[src/rtl/timer_mmio_ctrl.sv]
// Command sequencer mastering the timer's MMIO bus: turns CONFIG, LOAD and
// READ commands into register write/read sequences and returns one response.
module timer_mmio_ctrl #(
    parameter logic [31:0] BASE_ADDR = 32'h3FF5_0000,
    parameter int          UPD_WAIT  = 2,
    parameter int          TIMEOUT   = 16
) (
    input  logic        clk,
    input  logic        rst,
    input  logic        cmd_valid,
    output logic        cmd_ready,
    input  logic [1:0]  cmd_op,
    input  logic [63:0] cmd_data,
    output logic        rsp_valid,
    output logic [63:0] rsp_data,
    output logic        rsp_err,
    output logic        busy,
    output logic [31:0] bus_addr,
    output logic [31:0] bus_wdata,
    output logic        bus_wr,
    output logic        bus_rd,
    input  logic        bus_rd_valid,
    input  logic [31:0] bus_rdata
);

    localparam logic [31:0] A_CFG    = BASE_ADDR + 32'h0000_F000;
    localparam logic [31:0] A_LO     = BASE_ADDR + 32'h0000_F004;
    localparam logic [31:0] A_HI     = BASE_ADDR + 32'h0000_F008;
    localparam logic [31:0] A_UPD    = BASE_ADDR + 32'h0000_F00C;
    localparam logic [31:0] A_LOADLO = BASE_ADDR + 32'h0000_F018;
    localparam logic [31:0] A_LOADHI = BASE_ADDR + 32'h0000_F01C;
    localparam logic [31:0] A_LOAD   = BASE_ADDR + 32'h0000_F020;

    localparam logic [3:0] UW_LAST = 4'(UPD_WAIT - 1);
    localparam logic [7:0] TO_LAST = 8'(TIMEOUT - 1);

    typedef enum logic [3:0] {
        IDLE, W_CFG, W_LLO, W_LHI, W_LD, W_UPD,
        UPD_WT, R_LO, WT_LO, R_HI, WT_HI, RSP
    } state_t;

    state_t      state;
    logic [31:0] hi_q;
    logic [31:0] lo_q;
    logic [3:0]  wcnt;
    logic [7:0]  tcnt;

    assign cmd_ready = (state == IDLE);
    assign busy      = (state != IDLE);

    always_ff @(posedge clk or posedge rst) begin
        if (rst) begin
            state     <= IDLE;
            hi_q      <= '0;
            lo_q      <= '0;
            wcnt      <= '0;
            tcnt      <= '0;
            rsp_valid <= 1'b0;
            rsp_err   <= 1'b0;
            rsp_data  <= '0;
            bus_addr  <= '0;
            bus_wdata <= '0;
            bus_wr    <= 1'b0;
            bus_rd    <= 1'b0;
        end else begin
            bus_wr    <= 1'b0;
            bus_rd    <= 1'b0;
            rsp_valid <= 1'b0;
            rsp_err   <= 1'b0;
            unique case (state)
                IDLE: begin
                    if (cmd_valid) begin
                        hi_q <= cmd_data[63:32];
                        unique case (cmd_op)
                            2'd0: begin
                                state     <= W_CFG;
                                bus_wr    <= 1'b1;
                                bus_addr  <= A_CFG;
                                bus_wdata <= cmd_data[31:0];
                            end
                            2'd1: begin
                                state     <= W_LLO;
                                bus_wr    <= 1'b1;
                                bus_addr  <= A_LOADLO;
                                bus_wdata <= cmd_data[31:0];
                            end
                            2'd2: begin
                                state     <= W_UPD;
                                bus_wr    <= 1'b1;
                                bus_addr  <= A_UPD;
                                bus_wdata <= '0;
                            end
                            default: begin
                                state     <= RSP;
                                rsp_valid <= 1'b1;
                                rsp_err   <= 1'b1;
                                rsp_data  <= '0;
                            end
                        endcase
                    end
                end
                W_CFG, W_LD: begin
                    state     <= RSP;
                    rsp_valid <= 1'b1;
                    rsp_data  <= '0;
                end
                W_LLO: begin
                    state     <= W_LHI;
                    bus_wr    <= 1'b1;
                    bus_addr  <= A_LOADHI;
                    bus_wdata <= hi_q;
                end
                W_LHI: begin
                    state     <= W_LD;
                    bus_wr    <= 1'b1;
                    bus_addr  <= A_LOAD;
                    bus_wdata <= '0;
                end
                W_UPD: begin
                    state <= UPD_WT;
                    wcnt  <= '0;
                end
                UPD_WT: begin
                    if (wcnt == UW_LAST) begin
                        state     <= R_LO;
                        bus_rd    <= 1'b1;
                        bus_addr  <= A_LO;
                        bus_wdata <= '0;
                    end else begin
                        wcnt <= wcnt + 4'd1;
                    end
                end
                R_LO: begin
                    state <= WT_LO;
                    tcnt  <= '0;
                end
                R_HI: begin
                    state <= WT_HI;
                    tcnt  <= '0;
                end
                // a valid arriving on the last allowed cycle still wins
                WT_LO, WT_HI: begin
                    if (bus_rd_valid) begin
                        if (state == WT_LO) begin
                            lo_q     <= bus_rdata;
                            state    <= R_HI;
                            bus_rd   <= 1'b1;
                            bus_addr <= A_HI;
                        end else begin
                            state     <= RSP;
                            rsp_valid <= 1'b1;
                            rsp_data  <= {bus_rdata, lo_q};
                        end
                    end else if (tcnt == TO_LAST) begin
                        tcnt      <= tcnt + 8'd1;
                        state     <= RSP;
                        rsp_valid <= 1'b1;
                        rsp_err   <= 1'b1;
                        rsp_data  <= '0;
                    end else begin
                        tcnt <= tcnt + 8'd1;
                    end
                end
                RSP: state <= IDLE;
                default: state <= IDLE;
            endcase
        end
    end

endmodule
[config.mk]
export PLATFORM = sky130hd
export DESIGN_NAME = timer_mmio_ctrl
export DESIGN_NICKNAME = d
export VERILOG_FILES = /design/src/rtl/timer_mmio_ctrl.sv
export SDC_FILE = /design/constraint.sdc
export NUM_CORES = 1
export LEC_CHECK = 0
export ABC_AREA = 1
export BUFFER_PORTS_ARGS = -buffer_cell sky130_fd_sc_hd__buf_2
export CAP_MARGIN = 30
export CORE_ASPECT_RATIO = 1.75
export CORE_MARGIN = 3
export CORE_UTILIZATION = 37
export DETAILED_ROUTE_END_ITERATION = 16
export PLACE_DENSITY_LB_ADDON = 0.1
export SLEW_MARGIN = 5
export SYNTH_ARGS = -nofsm -noshare
export SYNTH_HDL_FRONTEND = slang
export SYNTH_SLANG_ARGS = --single-unit
export TNS_END_PERCENT = 30
[constraint.sdc]
create_clock -name clk -period 5.3 [get_ports clk]
set_clock_uncertainty 0.1 [all_clocks]
set_input_delay 0 -clock clk [delete_from_list [all_inputs] [get_ports clk]]
set_output_delay 0 -clock clk [all_outputs]
set_load 0.005 [all_outputs]
==> out/qor.csv, run 1 <==
stage,metric,value,unit
status,status,completed,
cells_and_area,area_growth,31.4,%
floorplanning,die_h,211,um
cells_and_area,regArea,4630,sq um
detailed_routing,drt_iter0_drc,418,
critical_path,r2r_start,state[2],
timing,fin_crit_sh,57.9,%
global_route,antenna_found_initial,0,
timing,setup_violations,0,
timing,rsz0062_at_grt,false,
global_route,grt_max_degree,134,
detailed_routing,wl_per_cell,14.6,um
cts,clockBufferDepth,2,
cts,clk_latency,0.43,ns
cts,path_clk_slew,0.06,ns
critical_path,cpPeakStageDelay,0.66,ns
critical_path,reg2reg_slack,2.23,ns
hold_path,min_to,bus_wr,
yosys,syn_area,8870,sq um
critical_path,worstPathCellList,inv_1 -> nand2_2 -> nor2_1 -> nand3_1 -> nand2_2 -> buf_4 -> nor2_4 -> buf_4 -> nand2_1 -> nand2_1,
floorplanning,core,23500,sq um
floorplanning,die-area,26000,sq um
critical_path,path_class,flop to flop,
timing,slew_violations,0,
detailed_routing,vias,8032,
yosys,synth_cell_types,28,
yosys,syn_inst,1125,
floorplanning,rows,74,
critical_path,slowest_stage,nor2_1,
critical_path,reg2reg_depth,10,
yosys,ys_seq_area_share,52.2,%
power,power,5.84,mW
global_route,grt.overflow.total,0,
placement,dp_hpwl,16200,um
detailed_routing,via_per_inst,4.68,
critical_path,critical_path_required,5.51,ns
cells_and_area,final_common_cell,nand2_1,
placement,place.gp.congestion,0.825,
global_route,grt_pass1_vias,8065,
hold_path,hold_class,input port to flop,
detailed_routing,wirelength,25100,um
timing,fmax,326,MHz
cells_and_area,fin_nets,1510,
cells_and_area,nFillCells,2352,
floorplanning,die_w,123,um
timing,hold_violations,0,
placement,io_buffers,223,
timing,slew-limit-headroom,42.8,%
floorplanning,start_util,37.7,%
cells_and_area,mostFrequentLayoutCells,"nand2_1, buf_2, dfrtp_1, o21ai_0, nor2_1",
critical_path,end_kind,flop,
cells_and_area,fin_cells,1716,
timing,tns,0,ns
power,leakage,6.51,nW
hold_path,hold_start,cmd_op[1],
power,ir_drop,0.225,mV
timing,finalWorstSetupSlack,2.23,ns
critical_path,reg2reg_to,rsp_data[39],
timing,max_slew.worst_pin.slew,0.854,ns
cells_and_area,final_util,49.6,%
cells_and_area,diodes,0,
cts,cts_tree,done,
power,power_density,501,nW/um^2
cts,cts_resized,0,
cts,htreeDepth,4,
detailed_routing,drtPass1Iterations,5,
critical_path,start_kind,flop,
timing,period_needed,3.07,ns
yosys,syn-mean-instance-area,7.89,sq um
critical_path,crit_arrival,3.27,ns
detailed_routing,drc,0,
yosys,ys_warn_count,0,
cells_and_area,final_layout_size_suffix_gt1_share,20.9,%
cts,clockRootBuffer,clkbuf_16,
detailed_routing,postRouteAntennaNets,0,
global_route,grt.total_usage,19.5,%
cells_and_area,multi_input_area,3410,sq um
global_route,grt_pass1_wl,40200,um
yosys,synth_seq_cells,185,
hold_path,whs_path_depth,3,
critical_path,critPathMaxFanout,65,
floorplanning,num_io_pins,236,
cts,cts_buffers,17,
cts,cts_num_sinks,185,
run,cap_violations,0,
placement,dp_slack,2.20,ns
placement,dp.cells,1584,
[layer usage]
metal  GRT usage [%]  wire, um  vias to the layer above
li1                -         -                     4062
met1            22.0     10100                     3727
met2            35.5     13100                      209
met3            4.05      1240                       34
met4            7.34       588                        0
met5               0         0                        -
[how the worst max path moves through the flow]
stage / startpoint / end / slack [ns] / cells after the start
after floorplan: rst / bus_addr[28] / 0.17 / 1
after global placement: state[0] / rsp_data[7] / 2.06 / 11
after detailed placement: state[2] / rsp_data[50] / 2.20 / 10
after CTS: state[2] / rsp_data[39] / 2.21 / 10
after global routing: state[2] / rsp_data[12] / 1.92 / 10
final: state[2] / rsp_data[39] / 2.23 / 10
[report_power, final]
group          switching (mW)  leakage, nW  total (mW)  internal, mW
logic                    1.50         3.85        2.33         0.830
registers               0.276         2.37        2.22          1.95
clock network           0.561        0.287        1.29         0.731
[flip-flops by register name, summed over array words and instances (netlist names)]
signal / count
wcnt: 4
rsp_data: 64
lo_q: 32
tcnt: 8
state: 4
rsp_err: 1
bus_addr: 5
bus_wr: 1
hi_q: 32
rsp_valid: 1
bus_wdata: 32
bus_rd: 1
[worst max-delay path, delay by kind of cell (launching register included)]
family | cells | cell delay [ns]
buf+inv | 3 | 0.92
flops | 1 | 0.42
simple gates | 7 | 1.44
[synth_stat cells]
cell type / count / area share, %
nor2_2: 2 / 0.14
inv_2: 3 / 0.13
conb_1: 1 / 0.042
buf_6: 7 / 0.89
nor2_4: 3 / 0.38
nand3_2: 1 / 0.11
nor2_1: 123 / 5.2
buf_8: 1 / 0.17
ha_1: 9 / 1.3
clkbuf_1: 41 / 1.7
buf_2: 13 / 0.73
nand2_1: 348 / 15
nor3_1: 1 / 0.056
inv_1: 93 / 3.9
o21ai_0: 140 / 7.9
buf_4: 28 / 2.4
xor2_1: 2 / 0.20
buf_1: 3 / 0.13
o211ai_1: 1 / 0.085
o21bai_1: 1 / 0.085
nand3_1: 25 / 1.4
nand2_2: 13 / 0.92
a21oi_1: 35 / 2.0
o22ai_1: 33 / 2.3
nand4_1: 11 / 0.78
o31ai_1: 1 / 0.085
dfrtp_1: 185 / 52
nand3b_1: 1 / 0.085
[logic make-up after synthesis]
group	share of synthesized area [%]
and+or+nand+nor	23.8
other	0.0423
DFF	52.2
buffers and inverters	10.1
AOI/OAI and AO/OA	12.4
adders and majority gates	1.27
xor gates and xnor gates	0.197
[what timing repair did]
action                    4_1_cts  5_1_grt
hold endpoints to repair      262       27
buffers inserted                0        0
hold buffers                   98        1
[cell type report]
cell class              instances  share of cell area, %
clock inverters                 7                  0.687
flip-flops and latches        185                   39.7
inverters                      96                   3.15
well taps                     304                   3.26
clock buffers                  25                   4.42
repair buffers                337                   19.6
multi-input cells             762                   29.2
[through the flow]
stage                     cell area, sq um  hold WS [ns]
after floorplan                       8920        0.0581
after global placement                9980         0.146
after detailed placement             10000         0.151
after CTS                            11600        0.0166
after global routing                 11700        0.0623
final                                11700        0.0344
(Power assumes the default switching activity.)
==> inputs of run 2 (changes only) <==
- clock period: 5.3 -> 2.82 ns (I/O delays scaled with it)
==> out/qor.csv, run 2 (synthesis gave the netlist of run 1 again) <==
stage,metric,value,unit,change
global_route,grt.total_usage,19.9,%,+0.40 points
status,status,completed,,
power,ir_drop,0.439,mV,+95%
cts,cts_num_sinks,185,,unchanged
power,p_comb_share,38.7,%,-1.1 points
power,power_density,960,nW/um^2,+92%
critical_path,reg2reg_to,bus_wdata[0],,
detailed_routing,via_per_inst,4.71,,+0.56%
critical_path,slowest_stage,nor2_4,,
timing,slew_violations,0,,unchanged
detailed_routing,wirelength,25300,um,+0.97%
floorplanning,die-area,26000,sq um,unchanged
floorplanning,num_io_pins,236,,unchanged
cells_and_area,multi_input_area,3410,sq um,unchanged
floorplanning,die_h,211,um,unchanged
power,leakage,6.56,nW,+0.80%
global_route,grt_pass1_wl,41100,um,+2.1%
cells_and_area,nFillCells,2294,,-2.5%
power,p_seq_share,37.0,%,-1.1 points
placement,dp_hpwl,16600,um,+2.4%
cts,post_cts.repair.setup_buffers,0,,unchanged
critical_path,reg2reg_slack,0.41,ns,-1.82 ns
cts,clk_latency,0.43,ns,about the same
detailed_routing,postRouteAntennaNets,0,,unchanged
detailed_routing,vias,8110,,+0.97%
cells_and_area,final_layout_size_suffix_gt1_share,21.1,%,+0.18 points
timing,finalWorstSetupSlack,0.413,ns,-1.82 ns
floorplanning,die_w,123,um,unchanged
cts,path_clk_slew,0.07,ns,about the same
detailed_routing,drt_iter0_drc,519,,+24%
timing,fmax,415,MHz,+27%
power,power.internal,6.90,mW,+97%
cells_and_area,fin_nets,1517,,+0.46%
critical_path,path_class,flop to flop,,
cells_and_area,area_growth,32.7,%,
critical_path,setup.worst_path.start,state[3],,
hold_path,whs_path_depth,6,,+3
detailed_routing,wl_per_cell,14.7,um,+0.56%
timing,hold_violations,0,,unchanged
cts,htreeDepth,4,,unchanged
timing,max_slew.worst_pin.slew,0.773,ns,-0.0810 ns
timing,period_needed,2.41,ns,-0.660 ns
floorplanning,core,23500,sq um,unchanged
cells_and_area,largest_reg_flops,64,,unchanged
timing,tns,0,ns,unchanged
cts,clockBufferDepth,2,,unchanged
critical_path,r2r_start,state[3],,
detailed_routing,drc,0,,unchanged
global_route,grt_max_degree,66,,-51%
critical_path,crit_arrival,2.68,ns,-0.59 ns
cells_and_area,final_common_cell,nand2_1,,
cells_and_area,mostFrequentLayoutCells,"nand2_1, buf_2, dfrtp_1, o21ai_0, nor2_1",,
cts,cts_buffers,17,,unchanged
cells_and_area,top_register,rsp_data,,
timing,setup_violations,0,,unchanged
placement,dp_slack,0.335,ns,-1.87 ns
critical_path,critical_path_required,3.09,ns,-2.42 ns
hold_path,hold_class,input port to flop,,
power,p_sw_share,39.0,%,-0.99 points
timing,rsz0062_at_grt,false,,
timing,slew-limit-headroom,48.3,%,+5.5 points
cts,cts_tree,done,,
timing,fin_crit_sh,85.4,%,+27 points
global_route,grt_pass1_vias,8080,,+0.19%
critical_path,path_common_cell,nand2_1,,
power,clkPwrFrac,24.3,%,+2.2 points
floorplanning,start_util,37.7,%,unchanged
detailed_routing,drtPass1Iterations,6,,+1
cts,clockRootBuffer,clkbuf_16,,
critical_path,end_kind,flop,,
critical_path,reg2reg_depth,8,,-2
cells_and_area,diodes,0,,unchanged
floorplanning,rows,74,,unchanged
global_route,antenna_found_initial,0,,unchanged
critical_path,critPathMaxFanout,32,,-51%
power,power.net_switching,4.41,mW,+89%
critical_path,worstPathCellList,inv_2 -> nand2_2 -> nor2_1 -> nand2_1 -> nand2_1 -> nor2_4 -> nand2_1 -> nand2_1,,
critical_path,cpPeakStageDelay,0.74,ns,+0.08 ns
run,cap_violations,0,,unchanged
cells_and_area,regArea,4630,sq um,unchanged
global_route,grt.overflow.total,0,,unchanged
placement,io_buffers,223,,unchanged
placement,place.gp.congestion,0.804,,-2.5%
critical_path,crit_end,bus_wdata[0],,
critical_path,start_kind,flop,,
==> run 2: cell count changes in the layout (fill, tap and decap cells not counted), moves of 3 or more <==
cell,before,now
buf_12,1,4
clkbuf_8,6,1
buf_4,11,16
bufinv_16,1,6
==> run 2: repair_timing <==
action | in CTS | in global routing
endpoints found under the hold margin | 189 | 0
setup endpoints to repair | 0 | 0
hold buffers | 101 | 0
resized for setup | 0 | 0
==> run 2: worst min path at each step <==
| stage | from | to | slack, ns |
|---|---|---|---|
| after floorplan | cmd_valid | bus_wr | 0.06 |
| after global placement | rst | bus_wr | 0.02 |
| after detailed placement | rst | bus_wr | 0.03 |
| after CTS | cmd_op[0] | bus_addr[4] | 0.08 |
| after global routing | rst | lo_q[27] | 0.13 |
| final | cmd_op[0] | bus_addr[4] | 0.08 |
==> run 2: cell type report <==
| cell class | count | share of cell area [%] |
|---|---|---|
| inverter | 96 | 3.09 |
| sequential | 185 | 39.3 |
| clock inverter | 11 | 1.85 |
| clock buffer | 21 | 3.82 |
| timing repair buffer | 344 | 19.8 |
| multi-input combinational | 762 | 28.9 |
| tap | 304 | 3.23 |
==> run 2: power by group through the flow <==
stage | Sequential (mW) | Combinational [mW] | Clock (mW)
6_report | 4.18 | 4.37 | 2.75
5_1_grt | 4.30 | 5.03 | 2.91
4_1_cts | 4.19 | 4.45 | 2.81
3_5_place_dp | 4.23 | 4.33 | 0
3_3_place_gp | 4.21 | 4.30 | 0
2_1_floorplan | 4.18 | 2.89 | 0
==> run 2: through the flow <==
stage                     power (mW)  cells  hold WS (ns)  util [%]  cell area (sq um)
after global placement          8.51   1590        0.0244      42.9              10100
final                           11.3   1723        0.0805      50.1              11800
after global routing            12.2   1723         0.133      50.1              11800
after floorplan                 7.06   1136        0.0581         -               8920
after detailed placement        8.57   1590        0.0279      42.9              10100
after CTS                       11.5   1723        0.0818      50.1              11800
==> run 2: metal layers <==
metal  routed length, um  part of all wire [%]  vias up  track usage, %
met5                   0                     0        -               0
met4                 689                   2.7        0            7.72
met3                1330                   5.3       42            4.23
met2               13100                    52      228            35.0
met1               10200                    40     3771            23.4
li1                    -                     -     4069               -
==> run 2: critical path: cells and delay by family, from the launching register on <==
family / cells / cell delay (ns)
AND/OR/NAND/NOR: 7 / 1.62
flip-flops: 1 / 0.50
buffers and inverters: 1 / 0.09
==> inputs of run 3 (changes only) <==
- CORE_ASPECT_RATIO: 1.75 -> not set
==> out/qor.csv, run 3 (synthesis gave the netlist of run 1 again) <==
stage,metric,value,unit,change
status,status,completed,,
power,p_comb_share,40.4,%,+1.7 points
cells_and_area,final_layout_size_suffix_gt1_share,21.2,%,+0.16 points
power,power_density,933,nW/um^2,-2.8%
timing,hold_violations,0,,unchanged
critical_path,path_common_cell,nand2_1,,
cts,path_clk_slew,0.08,ns,about the same
power,p_sw_share,40.6,%,+1.6 points
floorplanning,num_io_pins,236,,unchanged
timing,tns,0,ns,unchanged
cells_and_area,fin_nets,1517,,unchanged
timing,fmax,440,MHz,+5.9%
cts,htreeDepth,4,,unchanged
floorplanning,core,23500,sq um,+0.11%
hold_path,hold_class,input port to async pin,,
power,power.net_switching,4.43,mW,+0.58%
power,ir_drop,0.447,mV,+1.7%
critical_path,worstPathCellList,inv_2 -> nand2_2 -> nor2_1 -> nand2_1 -> nand2_1 -> nor2_4 -> buf_4 -> nand2_1 -> nand2_1,,
power,leakage,6.51,nW,-0.81%
placement,place.gp.congestion,0.846,,+5.2%
global_route,grt.total_usage,19.4,%,-0.47 points
global_route,grt_pass1_vias,8042,,-0.47%
critical_path,critPathMaxFanout,32,,unchanged
cells_and_area,final_common_cell,nand2_1,,
detailed_routing,drtPass1Iterations,5,,-1
timing,setup_violations,0,,unchanged
critical_path,start_kind,flop,,
power,p_seq_share,38.0,%,+1.0 points
timing,max_slew.worst_pin.slew,0.714,ns,-0.0595 ns
cells_and_area,largest_reg_flops,64,,unchanged
timing,whs,0.0122,ns,-0.0683 ns
power,power.internal,6.49,mW,-6.0%
floorplanning,die_h,161,um,-24%
global_route,grt.overflow.total,0,,unchanged
detailed_routing,postRouteAntennaNets,0,,unchanged
placement,dp_hpwl,15900,um,-4.4%
run,cap_violations,0,,unchanged
cells_and_area,diodes,0,,unchanged
cells_and_area,top_register,rsp_data,,
placement,io_buffers,223,,unchanged
floorplanning,die_w,161,um,+31%
timing,fin_crit_sh,80.6,%,-4.8 points
cells_and_area,final_util,49.7,%,-0.36 points
critical_path,slowest_stage,dfrtp_1,,
cts,clk_latency,0.42,ns,about the same
floorplanning,rows,56,,-24%
global_route,antenna_found_initial,0,,unchanged
cts,cts_buffers,17,,unchanged
global_route,grt_pass1_wl,41400,um,+0.93%
cells_and_area,area_growth,31.9,%,
detailed_routing,wirelength,24800,um,-2.2%
critical_path,cpPeakStageDelay,0.49,ns,-0.25 ns
critical_path,critical_path_required,3.08,ns,about the same
cts,clockRootBuffer,clkbuf_16,,
critical_path,end_kind,flop,,
cells_and_area,nFillCells,2372,,+3.4%
cells_and_area,mostFrequentLayoutCells,"nand2_1, buf_2, dfrtp_1, o21ai_0, nor2_1",,
detailed_routing,via_per_inst,4.60,,-2.2%
detailed_routing,drc,0,,unchanged
timing,period_needed,2.27,ns,-0.134 ns
power,clkPwrFrac,21.6,%,-2.7 points
global_route,grt_max_degree,66,,unchanged
critical_path,crit_arrival,2.53,ns,-0.15 ns
cts,cts_num_sinks,185,,unchanged
timing,slew-limit-headroom,52.3,%,+4.0 points
detailed_routing,wl_per_cell,14.3,um,-3.0%
floorplanning,die-area,25900,sq um,-0.28%
cts,cts_tree,done,,
detailed_routing,vias,7992,,-1.5%
cts,clockBufferDepth,2,,unchanged
critical_path,path_class,flop to flop,,
timing,rsz0062_at_grt,false,,
floorplanning,start_util,37.7,%,-0.040 points
timing,slew_violations,0,,unchanged
detailed_routing,drt_iter0_drc,547,,+5.4%
==> run 3: cell count changes in the layout (fill, tap and decap cells not counted) <==
cell           previous run  this run
bufinv_16                 6         1
buf_12                    4         5
clkinv_4                  1         0
clkinv_2                  1         0
inv_8                     0         1
clkbuf_8                  1         0
dlygate4sd3_1           101       100
inv_6                     1         4
clkinv_8                  0         1
clkbuf_1                  3         1
clkinvlp_4                3         7
==> run 3: power by group through the flow <==
stage	registers (mW)	logic, mW	clock network (mW)
finish	4.15	4.41	2.36
CTS	4.16	4.49	2.43
global placement	4.19	4.34	0
floorplan	4.18	2.89	0
global route	4.29	5.07	2.54
detailed placement	4.20	4.37	0
==> run 3: layout make-up <==
| type | instances | area (sq um) | area share (%) |
|---|---|---|---|
| sequential | 185 | 4630 | 39.6 |
| multi-input combinational | 762 | 3410 | 29.1 |
| timing repair buffer | 344 | 2340 | 20.0 |
| clock buffer | 18 | 429 | 3.67 |
| tap | 319 | 399 | 3.41 |
| inverter | 96 | 364 | 3.11 |
| clock inverter | 13 | 138 | 1.18 |
==> run 3: worst paths after layout <==
path | startpoint | endpoint | slack [ns] | cells past startpoint
max | state[3] | bus_wdata[8] | 0.55 | 9
min | rst | rsp_data[61] | 0.01 | 3
max reg2reg | state[3] | bus_wdata[8] | 0.55 | 9
min reg2reg | rsp_data[38] | rsp_data[38] | 0.38 | 2
max in group asynchronous | rst | bus_wr | 1.97 | 4
min in group clk | bus_rd_valid | rsp_data[24] | 0.02 | 5
==> run 3: critical path, delay by kind of cell (launching register included) <==
| kind | cells | cell delay (ns) |
|---|---|---|
| simple gates | 7 | 1.18 |
| flops | 1 | 0.49 |
| buf+inv | 2 | 0.43 |
==> run 3: stage by stage <==
stage | area, sq um | power (mW) | worst slack, ns | instances
floorplan | 8920 | 7.06 | 0.341 | 1136
global placement | 10100 | 8.52 | 0.574 | 1606
detailed placement | 10100 | 8.57 | 0.473 | 1606
CTS | 11700 | 11.1 | 0.470 | 1737
global route | 11700 | 11.9 | 0.303 | 1737
finish | 11700 | 10.9 | 0.547 | 1737
==> run 3: metal layers <==
layer	wire length [um]	vias to the layer above	global-route usage (%)
li1	-	4076	-
met1	11800	3684	26.9
met2	11000	208	30.3
met3	1560	24	5.11
met4	386	0	5.24
met5	0	-	0
==> run 3: timing repair <==
| item | CTS | global route |
|---|---|---|
| hold buffers | 100 | 0 |
| endpoints found under the hold margin | 315 | 0 |
| setup buffers | 0 | 0 |
| gates resized for setup | 0 | 0 |
| setup endpoints to repair | 0 | 0 |
